**config.mk**
```make
export PLATFORM = sky130hd
export DESIGN_NAME = spi_pin_ctrl_flat
export DESIGN_NICKNAME = d
export VERILOG_FILES = /design/src/rtl/spi_pin_ctrl_if.sv /design/src/rtl/spi_pin_ctrl.sv /design/src/flat_wrapper.sv
export SDC_FILE = /design/constraint.sdc
export NUM_CORES = 1
export LEC_CHECK = 0
export ABC_CLOCK_PERIOD_IN_PS = 2000
export CORE_MARGIN = 10
export CORE_UTILIZATION = 57
export CTS_CLUSTER_SIZE = 8
export DETAILED_ROUTE_END_ITERATION = 16
export GPL_TIMING_DRIVEN = 1
export PLACE_DENSITY_LB_ADDON = 0.12
export SLEW_MARGIN = 40
export SYNTH_ARGS = -nofsm -noshare
export SYNTH_HDL_FRONTEND = slang
export SYNTH_SLANG_ARGS = --single-unit
```
**constraint.sdc**
```tcl
create_clock -name clk -period 2 [get_ports clk]
set_input_delay 0.4 -clock clk [delete_from_list [all_inputs] [get_ports clk]]
set_output_delay 0.4 -clock clk [all_outputs]
set_load 0.1 [all_outputs]
```
**src/rtl/spi_pin_ctrl_if.sv**
```systemverilog
// SPI slave lines plus pin-bank register outputs of the pin controller.
interface spi_pin_ctrl_if #(
    parameter int unsigned NPINS = 5
);
    logic             nCS;
    logic             SCK;
    logic             MOSI;
    logic [NPINS-1:0] pin_out;
    logic [NPINS-1:0] pin_oe;
    logic             frame_done;
    logic             cmd_err;

    // SPI master side: drives the serial lines, observes the pin registers.
    modport master (
        output nCS,
        output SCK,
        output MOSI,
        input  pin_out,
        input  pin_oe,
        input  frame_done,
        input  cmd_err
    );

    // Controller side.
    modport slave (
        input  nCS,
        input  SCK,
        input  MOSI,
        output pin_out,
        output pin_oe,
        output frame_done,
        output cmd_err
    );
endinterface

```
**src/rtl/spi_pin_ctrl.sv**
```systemverilog
// SPI-slave command decoder for the pin bank: oversamples nCS/SCK/MOSI in the
// clk domain, parses {opcode, data} frames and updates pin_out / pin_oe.
module spi_pin_ctrl #(
    parameter int unsigned NPINS = 5
) (
    input  logic         clk,
    input  logic         reset,
    spi_pin_ctrl_if.slave bus
);

    typedef enum logic [2:0] {
        StIdle,
        StCmd,
        StData,
        StExec,
        StDrain
    } state_e;

    state_e           state_q, state_d;
    logic             ncs_meta_q, ncs_q;
    logic             sck_meta_q, sck_q, sck_prev_q;
    logic             mosi_meta_q, mosi_q;
    logic [2:0]       cnt_q, cnt_d;
    logic [7:0]       shift_q, shift_d;
    logic [2:0]       opcode_q, opcode_d;
    logic [NPINS-1:0] pin_out_q, pin_out_d;
    logic [NPINS-1:0] pin_oe_q, pin_oe_d;
    logic             frame_done_q, frame_done_d;
    logic             cmd_err_q, cmd_err_d;

    logic             sck_rise;
    logic [7:0]       shift_next;
    logic             opcode_valid;
    logic [NPINS-1:0] data;

    assign sck_rise     = sck_q & ~sck_prev_q;
    assign shift_next   = {shift_q[6:0], mosi_q};
    // Opcodes 0x01..0x07 are the only defined commands.
    assign opcode_valid = (shift_next[7:3] == 5'd0) && (shift_next[2:0] != 3'd0);
    // In StExec the shift register holds the complete data byte.
    assign data         = shift_q[NPINS-1:0];

    // Upper data bits are dropped when fewer than 8 pins are built.
    logic unused_shift;
    assign unused_shift = ^shift_q;

    // Two-flop synchronizers; the extra SCK flop feeds the rising-edge detector.
    always_ff @(posedge clk or posedge reset) begin
        if (reset) begin
            ncs_meta_q  <= 1'b1;
            ncs_q       <= 1'b1;
            sck_meta_q  <= 1'b0;
            sck_q       <= 1'b0;
            sck_prev_q  <= 1'b0;
            mosi_meta_q <= 1'b0;
            mosi_q      <= 1'b0;
        end else begin
            ncs_meta_q  <= bus.nCS;
            ncs_q       <= ncs_meta_q;
            sck_meta_q  <= bus.SCK;
            sck_q       <= sck_meta_q;
            sck_prev_q  <= sck_q;
            mosi_meta_q <= bus.MOSI;
            mosi_q      <= mosi_meta_q;
        end
    end

    // Frame FSM state and pin-bank registers.
    always_ff @(posedge clk or posedge reset) begin
        if (reset) begin
            state_q      <= StIdle;
            cnt_q        <= 3'd0;
            shift_q      <= 8'd0;
            opcode_q     <= 3'd0;
            pin_out_q    <= '0;
            pin_oe_q     <= '0;
            frame_done_q <= 1'b0;
            cmd_err_q    <= 1'b0;
        end else begin
            state_q      <= state_d;
            cnt_q        <= cnt_d;
            shift_q      <= shift_d;
            opcode_q     <= opcode_d;
            pin_out_q    <= pin_out_d;
            pin_oe_q     <= pin_oe_d;
            frame_done_q <= frame_done_d;
            cmd_err_q    <= cmd_err_d;
        end
    end

    // Next-state: bit shifting, opcode decode and command execution.
    always_comb begin
        state_d      = state_q;
        cnt_d        = cnt_q;
        shift_d      = shift_q;
        opcode_d     = opcode_q;
        pin_out_d    = pin_out_q;
        pin_oe_d     = pin_oe_q;
        frame_done_d = 1'b0;
        cmd_err_d    = 1'b0;

        // Deselect wins over everything, including a coincident 16th edge.
        if (state_q != StIdle && ncs_q) begin
            state_d = StIdle;
        end else begin
            case (state_q)
                StIdle: begin
                    cnt_d   = 3'd0;
                    shift_d = 8'd0;
                    if (!ncs_q) begin
                        state_d = StCmd;
                    end
                end
                StCmd: begin
                    if (sck_rise) begin
                        shift_d = shift_next;
                        cnt_d   = cnt_q + 3'd1;
                        if (cnt_q == 3'd7) begin
                            if (opcode_valid) begin
                                opcode_d = shift_next[2:0];
                                state_d  = StData;
                            end else begin
                                cmd_err_d = 1'b1;
                                state_d   = StDrain;
                            end
                        end
                    end
                end
                StData: begin
                    if (sck_rise) begin
                        shift_d = shift_next;
                        cnt_d   = cnt_q + 3'd1;
                        if (cnt_q == 3'd7) begin
                            state_d = StExec;
                        end
                    end
                end
                StExec: begin
                    frame_done_d = 1'b1;
                    state_d      = StDrain;
                    case (opcode_q)
                        3'd1:    pin_out_d = data;
                        3'd2:    pin_oe_d  = data;
                        3'd3:    pin_out_d = pin_out_q | data;
                        3'd4:    pin_out_d = pin_out_q & ~data;
                        3'd5:    pin_out_d = pin_out_q ^ data;
                        3'd6:    pin_oe_d  = pin_oe_q | data;
                        3'd7:    pin_oe_d  = pin_oe_q & ~data;
                        default: frame_done_d = 1'b0;
                    endcase
                end
                StDrain: begin
                    // Wait for deselect; trailing SCK edges are ignored.
                end
                default: state_d = StIdle;
            endcase
        end
    end

    assign bus.pin_out    = pin_out_q;
    assign bus.pin_oe     = pin_oe_q;
    assign bus.frame_done = frame_done_q;
    assign bus.cmd_err    = cmd_err_q;

endmodule

```
**src/flat_wrapper.sv**
```systemverilog
// flat-port wrapper written by rule: the top's interface ports become plain ports
module spi_pin_ctrl_flat 
#(
    parameter int unsigned NPINS = 5
)
  (clk, reset, bus_nCS, bus_SCK, bus_MOSI, bus_pin_out, bus_pin_oe, bus_frame_done, bus_cmd_err);
  spi_pin_ctrl_if #(.NPINS(NPINS)) bus_i ();
  input  logic clk;
  input  logic reset;
  input wire logic [$bits(bus_i.nCS)-1:0] bus_nCS;
  input wire logic [$bits(bus_i.SCK)-1:0] bus_SCK;
  input wire logic [$bits(bus_i.MOSI)-1:0] bus_MOSI;
  output wire logic [$bits(bus_i.pin_out)-1:0] bus_pin_out;
  output wire logic [$bits(bus_i.pin_oe)-1:0] bus_pin_oe;
  output wire logic [$bits(bus_i.frame_done)-1:0] bus_frame_done;
  output wire logic [$bits(bus_i.cmd_err)-1:0] bus_cmd_err;
  assign bus_i.nCS = bus_nCS;
  assign bus_i.SCK = bus_SCK;
  assign bus_i.MOSI = bus_MOSI;
  assign bus_pin_out = bus_i.pin_out;
  assign bus_pin_oe = bus_i.pin_oe;
  assign bus_frame_done = bus_i.frame_done;
  assign bus_cmd_err = bus_i.cmd_err;
  spi_pin_ctrl #(.NPINS(NPINS)) u_core (.clk(clk), .reset(reset), .bus(bus_i));
endmodule
```
Yosys cells after proc, flatten, opt, wreduce, memory -nomap -nowiden
Index checks and enable logic that the tools add are counted.
Widths: inputs -> output; s select.
{"block": "classes", "n_addsub": 1, "n_mul": 0, "div": 0, "n_lt_le_gt_ge": 0, "n_eq_ne": 19, "n_shift": 0, "muxes": 22, "n_bitwise": 9, "n_reduce_logical": 16}
{"cell": "$mux 3", "count": 8}
{"cell": "$pmux 5 s4", "count": 1}
{"cell": "$eq 3x3->1 const B", "count": 6}
{"cell": "$pmux 3 s5", "count": 1}
{"cell": "$pmux 5 s3", "count": 1}
{"cell": "$pmux 7 s2", "count": 1}
{"cell": "$eq 3x2->1 const B", "count": 4}
{"cell": "$ne 3x1->1 const B", "count": 4}
{"cell": "$and 5x5->5", "count": 2}
{"cell": "$or 5x5->5", "count": 2}
{"cell": "$reduce_and 3->1", "count": 3}
{"cell": "$reduce_bool 3->1", "count": 3}
{"cell": "$mux 1", "count": 8}
{"cell": "$mux 7", "count": 1}
{"cell": "$reduce_or 7->1", "count": 1}
{"cell": "$eq 3x1->1 const B", "count": 2}
{"cell": "$pmux 3 s2", "count": 1}
{"cell": "$reduce_and 6->1", "count": 1}
{"cell": "$logic_not 5->1", "count": 1}
{"cell": "$not 5->5", "count": 1}
{"cell": "$reduce_and 5->1", "count": 1}
{"cell": "$xor 5x5->5", "count": 1}
{"cell": "$ne 2x1->1 const B", "count": 2}
{"cell": "$reduce_bool 4->1", "count": 1}
{"cell": "other kinds (8)", "count": 10}
{"block": "word_totals", "reg_bits": 35, "latchBits": 0, "ram_bits": 0, "mem_bits_ro": 0, "inputBits": 5, "wordCells": 82, "memories": 0}

Longest topological paths before layout
Gate-level depths: netlist of the first run.
{"block": "depth", "depth_word": 7, "depth_mapped": 6, "ltp_nobuf": 6}

Least setup slack after synthesis of the first run
Ideal clock, no wire load.
{"block": "synth_timing", "path_kind": "flip-flop to flip-flop", "start": "register u_core.pin_out_q[4], in the netlist u_core.bus.pin_out[4]", "end": "register u_core.pin_out_q[4], in the netlist u_core.bus.pin_out[4]", "arrival_ns": 1.838, "required_time_ns": 1.879, "slack_ns": 0.041, "path_stages_with_launch": 6, "path_buffers": 0, "period_less_slack_ns": 1.959, "path_cell_list": "dfrtp_1 inv_1 ha_1 o2bb2ai_1 a22o_1 o22a_1"}
{"block": "synth_via", "elab_chain_len": 2, "elab_cells_between_ends": 4, "cone_classes": "mux: 1; bitwise: 3"}
{"element": "start, declared", "line": "spi_pin_ctrl.sv:26", "source": "logic [NPINS-1:0] pin_out_q, pin_out_d;"}
{"element": "start signal, assigned", "line": "spi_pin_ctrl.sv:84", "source": "pin_out_q <= pin_out_d;"}
{"element": "$xor 5x5->5, or another cell as far along", "line": "spi_pin_ctrl.sv:146", "source": "3'd5: pin_out_d = pin_out_q ^ data;"}
{"element": "$pmux 5 s4 *", "line": "spi_pin_ctrl.sv:141", "source": "case (opcode_q)"}
Mark *: on every way between the ends. The rest lies on a longest branch, timed or not.
A chain may end at the register's enable or synchronous reset.

Worst setup path after layout of the first run
{"block": "layout_timing", "start": "register u_core.ncs_q", "end": "register u_core.shift_q[4]"}
{"block": "layout_via", "elab_chain_len": 3}
{"element": "start, declared", "line": "spi_pin_ctrl.sv:20", "source": "logic ncs_meta_q, ncs_q;"}
{"element": "start signal, assigned", "line": "spi_pin_ctrl.sv:59", "source": "ncs_q <= ncs_meta_q;"}
{"element": "$logic_and 1x1->1", "line": "spi_pin_ctrl.sv:103", "source": "if (state_q != StIdle && ncs_q) begin"}
{"element": "$not 1->1 (no line)"}
{"element": "$reduce_and 3->1 (no line)"}
{"element": "end signal, assigned", "line": "spi_pin_ctrl.sv:82", "source": "shift_q <= shift_d;"}
{"element": "end, declared", "line": "spi_pin_ctrl.sv:24", "source": "logic [7:0] shift_q, shift_d;"}
No other way between the ends.

==> results of run 1 <==
state kept, by name (all words and copies together) (netlist names):
register and cells:
u_core.state_q 3, u_core.ncs_meta_q 1, u_core.sck_q 1, u_core.bus.pin_oe 5, u_core.cnt_q 3, u_core.shift_q 7
u_core.sck_meta_q 1, u_core.mosi_meta_q 1, u_core.bus.cmd_err 1, u_core.ncs_q 1, u_core.bus.frame_done 1, u_core.sck_prev_q 1
u_core.opcode_q 3, u_core.mosi_q 1, u_core.bus.pin_out 5
cells in the mapped netlist, drive strengths merged, types with 3 or more instances:
library cell,count
o32ai,3
ha,12
dfrtp,33
or2,4
inv,15
buf,3
a22oi,5
nor2,11
o21a,7
nor3,6
o2bb2ai,5
mux2,3
a22o,9
o21ai,12
and3,3
o22ai,4
clkbuf,14
nor2b,3
o22a,16
worst max-delay path, delay by kind of cell, from the launching register on:
| family | cells | cell delay, ns |
|---|---|---|
| and+or+nand+nor | 2 | 0.93 |
| AOI/OAI and AO/OA | 2 | 0.42 |
| DFF | 1 | 0.39 |
power breakdown:
group / leakage, nW / internal, W / total [W] / switching, W
sequential: 0.464 / 0.000727 / 0.000745 / 0.0000184
clock: 0.0282 / 0.000136 / 0.000377 / 0.000241
combinational: 0.514 / 0.0000442 / 0.0000984 / 0.0000541
total: 1.01 / 0.000907 / 0.00122 / 0.000314
layout by cell type (no fill, tap or decap), types with 3 or more instances in the layout:
| cell | synthesis | routed |
|---|---|---|
| o21a_1 | 7 | 7 |
| o21ai_0 | 12 | 12 |
| ha_1 | 12 | 12 |
| dfrtp_1 | 33 | 33 |
| mux2_2 | 3 | 3 |
| clkbuf_4 | 0 | 5 |
| o22a_1 | 16 | 16 |
| nor2b_1 | 3 | 3 |
| clkdlybuf4s50_1 | 0 | 4 |
| nor2_1 | 11 | 11 |
| o2bb2ai_1 | 5 | 5 |
| o22ai_1 | 4 | 4 |
| a22oi_1 | 5 | 5 |
| buf_4 | 0 | 23 |
| nor3_1 | 5 | 5 |
| o32ai_1 | 3 | 3 |
| and3_1 | 3 | 3 |
| inv_1 | 15 | 15 |
| a22o_1 | 9 | 9 |
layer usage:
| metal | part of all wire [%] | GRT usage [%] | up-vias |
|---|---|---|---|
| li1 | - | - | 723 |
| met1 | 44 | 14.58 | 746 |
| met2 | 49 | 23.03 | 25 |
| met3 | 4.2 | 4.897 | 11 |
| met4 | 1.9 | 5.376 | 0 |
| met5 | 0 | 0 | - |
how the worst min path moves through the flow:
stage	start	endpoint
floorplan	u_core.mosi_meta_q	u_core.mosi_q
global placement	u_core.mosi_meta_q	u_core.mosi_q
detailed placement	u_core.sck_meta_q	u_core.sck_q
CTS	u_core.mosi_meta_q	u_core.mosi_q
global route	u_core.mosi_meta_q	u_core.mosi_q
finish	u_core.mosi_meta_q	u_core.mosi_q
cells by family (layout without fill, tap and decap cells):
family	count (synthesis)	count (layout)	share of synthesized area, %
AOI/OAI and AO/OA	66	66	26.65
and+or+nand+nor	39	39	11.05
buffers and inverters	32	50	6.679
adders and majority gates	14	14	8.799
DFF	35	35	45.09
muxes	3	3	1.734
stage by stage:
stage	instances	hold slack (ns)	power (W)
after floorplan	189	0.3312	0.0008248
final	253	0.3593	0.001220
after detailed placement	245	0.3404	0.0008584
after CTS	253	0.3636	0.001230
after global placement	245	0.3355	0.0008524
after global routing	253	0.3683	0.001280
cell type report:
type | instances | area, sq um | share of cell area, %
clock buffer | 6 | 41.29 | 1.878
clock inverter | 2 | 12.51 | 0.5692
inverter | 15 | 56.30 | 2.561
multi-input combinational | 122 | 939.7 | 42.74
sequential | 35 | 878.3 | 39.95
tap | 46 | 57.56 | 2.618
timing repair buffer | 27 | 212.7 | 9.676
==> metrics, run 1 <==
R2R cell count=4; syn avg cell area=around 10 sq um; fin crit share=between 90% and 100%; critical path capture point type=register; Core Rows=21; Via density=a little under 6; DIE AREA=~6200 sq um; Synth Warn #=0; CP Data Arrival Time=between 2 and 2.5 ns; critical-path cell list=or3b_1, or2_1, o22a_1, o22a_1; Total GRT Usage=approximately an eighth; post-synth top area share=a little over two fifths; Cells after Synth=around 190; routability cong.=0.7895; Max Freq=roughly 0.53 GHz; first-pass GRT wire length=6727 um; IO Count=17; largest net degree at the start of global routing=36; Worst Setup EP=u_core.shift_q[4]; Pleak=1.006 nW; CTS HTree Levels=2; CP max-delay cell=or3b_1; Synth Register Bits=35; Die W=78.46 um; Starting Density=58.84%; Routed Wire Length=around 3900 um; Hold Path Cell Cnt=0; CTS max path bufs=2; Core Box Area=3311 sq um; main area contributors after synthesis=dfrtp_1 42%, ha_1 7.7%, o22a_1 7.2%; crit path time final=between 1.5 and 2 ns; CP max FO=12; critical path class=register to register; TritonCTS Buffers=5; DR iter-0 viols=94; Layout fillers=282; Setup WS pre-CTS=around 0.16 ns; CTS Hold Bufs=0; CP startpoint kind=register; Hold Violations, Final=0; setup bufs post-CTS=0; Worst path max stage delay=0.56 ns; largest area contributor in the synthesized netlist=dfrtp_1; fraction of registers with async set/reset=100.0%; share of post-route cells with drive strength above 1=18.36%; Yosys cell types=38; Clock transition at path regs=0.11 ns; final setup margin=0.1291 ns; sum of negative setup slack=0 ns; worst flop-to-flop path startpoint=u_core.ncs_q; initial antenna violation count=0; grt total ovfl=0; slew margin rel.=about half; synthesized net count=between 200 and 250; area growth from synthesis to layout=12.85%; Cell Pwr Density=between 500 and 600 nW/um^2; ys flop type=dfrtp_1; DRC=0; Final Slew Violations=0; PortBufs=16; worst-margin pin slew=0.7362 ns; CTS root buffer=clkbuf_4; Area after DPL=2145 sq um; Max Cap Viol=0; internal reg-to-reg setup slack=between 0.1 and 0.15 ns; CTS tree=built; Min-Delay Path Class=register to register; Final Util=roughly two thirds; number of flops mapped to enable cells by yosys=0; fin area=about 2200 sq um; Worst-Skew Late Latency=about 0.35 ns; Die Span Y=78.46 um; RSZ-0062 raised after global routing=false; R2R Path End=u_core.shift_q[4]; Worst path most repeated cell=o22a_1; dpl hpwl=approximately 2800 um; Mapped Area=1948 sq um; register area share after synthesis=a little under half; drt wl/cell=15.36 um; vias in the first global route=between 1000 and 1500; CP required=roughly 2.2 ns; run status=completed; clk sinks=35; # diodes=0; Worst Clk Skew=about 0.018 ns; vias=~1500; antenna viol nets, final=0; # resized after CTS=0; final setup violation count=0; VDD IR max=between 0.4 and 0.5 mV; Critical path origin=u_core.ncs_q; DR pass1 iterations=4; final net count=~220
Note: power is estimated with default switching activity, not from simulation.
==> run 2: changes to the inputs <==
--- a/config.mk
+++ b/config.mk
@@ -6,11 +6,11 @@
 export NUM_CORES = 1
 export LEC_CHECK = 0
 export ABC_CLOCK_PERIOD_IN_PS = 2000
-export CORE_MARGIN = 10
 export CORE_UTILIZATION = 57
 export CTS_CLUSTER_SIZE = 8
 export DETAILED_ROUTE_END_ITERATION = 16
 export GPL_TIMING_DRIVEN = 1
+export MAX_ROUTING_LAYER = met4
 export PLACE_DENSITY_LB_ADDON = 0.12
 export SLEW_MARGIN = 40
 export SYNTH_ARGS = -nofsm -noshare
==> metrics, run 2 (synthesized netlist as in run 1, its figures left out) <==
run status=completed; CP max FO=12; Cell Pwr Density=547.5 nW/um^2; Starting Density=about three fifths; DRC=0; RSZ-0062 raised after global routing=false; internal reg-to-reg setup slack=~0.15 ns; Worst Clk Skew=~0.016 ns; Pleak=between 1 and 1.5 nW; slew margin rel.=between 60% and 70%; commonest cells after routing, fill and taps aside=33 x dfrtp_1, 25 x buf_4, 16 x o22a_1; Routed Wire Length=between 3000 and 4000 um; Layout fillers=~260; Die Span Y=roughly 60 um; share of post-route cells with drive strength above 1=18.66%; critical path class=register to register; CTS max path bufs=2; Max Cap Viol=0; Clock transition at path regs=approximately 0.09 ns; CP startpoint kind=register; Core Box Area=~3200 sq um; drt wl/cell=~15 um; Total GRT Usage=approximately a quarter; CP Data Arrival Time=~2.1 ns; commonest non-fill, non-tap cell in the layout=dfrtp_1; critical path capture point type=register; Largest Register=u_core.shift_q; antenna viol nets, final=0; Hold Violations, Final=0; vias in the first global route=~1400; Core Rows=20; grt total ovfl=0; worst flop-to-flop path startpoint=u_core.ncs_q; DR iter-0 viols=99; routability cong.=between 0.8 and 0.9; crit path time final=1.850 ns; Worst-Skew Late Latency=about 0.34 ns; final net count=approximately 230; # diodes=0; VDD IR max=~0.49 mV; worst-margin pin slew=about 0.5 ns; first-pass GRT wire length=between 6000 and 7000 um; IO Count=17; fin area=2208 sq um; final setup violation count=0; Tot Pwr=0.001209 W; Via density=about 5.9; CP required=approximately 2.2 ns; Max Freq=approximately 0.54 GHz; CTS root buffer=clkbuf_4; CTS tree=built; DIE AREA=about 3700 sq um; Worst Hold End=u_core.sck_q; sum of negative setup slack=0 ns; setup bufs post-CTS=0; clk sinks=35; Final Slew Violations=0; R2R Path End=u_core.cnt_q[2]; vias=between 1000 and 1500; PortBufs=16; Area after DPL=roughly 2200 sq um; dpl hpwl=2628 um; Min-Delay Path Class=register to register; fin crit share=92.50%; Worst Hold Launch=u_core.sck_meta_q; R2R cell count=4; largest net degree at the start of global routing=36; Die W=slightly above 60 um; Hold Path Cell Cnt=0; DR pass1 iterations=4; area growth from synthesis to layout=13.36%; Largest register FFs=7; TritonCTS Buffers=5; CTS HTree Levels=2; initial antenna violation count=0
## run 2: cell types whose count changed in the layout (fill, tap and decap cells not counted), sizes merged
cell,delta
clkinv,-1
buf,+2
clkbuf,+2
clkinvlp,-1
## run 2: metal layers
metal	vias up	share of wire (%)	global-route usage, %
li1	729	-	-
met1	727	46	31.17
met2	33	49	38.46
met3	8	3.9	5.757
met4	0	1.9	9.740
met5	-	0	-
## run 2: worst max-delay path by stage
stage               depth (start not counted)                   from               endpoint
floorplan                                   5  u_core.bus.pin_out[4]  u_core.bus.pin_out[4]
global placement                            4           u_core.ncs_q        u_core.cnt_q[2]
detailed placement                          4     u_core.opcode_q[2]  u_core.bus.pin_out[2]
CTS                                         4     u_core.opcode_q[2]  u_core.bus.pin_out[2]
global route                                4           u_core.sck_q        u_core.cnt_q[2]
finish                                      4           u_core.ncs_q        u_core.cnt_q[2]
## run 2: report_power, final
| group | switching [W] | internal [W] |
|---|---|---|
| Sequential | 0.0000180 | 0.000727 |
| Clock | 0.000223 | 0.000140 |
| Combinational | 0.0000541 | 0.0000466 |
| Total | 0.000295 | 0.000914 |
## run 2: layout make-up
cell class	instances	area, sq um	area share, %
multi-input combinational	122	942.2	42.66
tap	44	55.05	2.493
inverter	15	56.30	2.550
sequential	35	878.3	39.77
clock buffer	8	48.80	2.210
timing repair buffer	29	227.7	10.31
## run 2: what timing repair did
| action | 4_1_cts | 5_1_grt |
|---|---|---|
| hold buffers | 0 | 0 |
| setup endpoints to repair | 0 | 4 |
| resized for setup | 0 | 1 |
## run 2: critical path: stages (launching register included)
cell and delay (ns):
dfstp_2 0.39, or3b_1 0.55, or2_0 0.27, maj3_1 0.35, o22a_1 0.18
## run 2: through the flow
| stage | std cells | util, % | hold WS (ns) | setup slack [ns] |
|---|---|---|---|---|
| final | 253 | 70.04 | 0.3574 | 0.1500 |
| after global routing | 253 | 70.04 | 0.3623 | 0.08401 |
| after CTS | 253 | 69.96 | 0.3597 | 0.1376 |
| after detailed placement | 245 | 68.41 | 0.3371 | 0.1285 |
| after global placement | 245 | 68.41 | 0.3311 | 0.1961 |
| after floorplan | 189 | - | 0.3312 | 0.04132 |
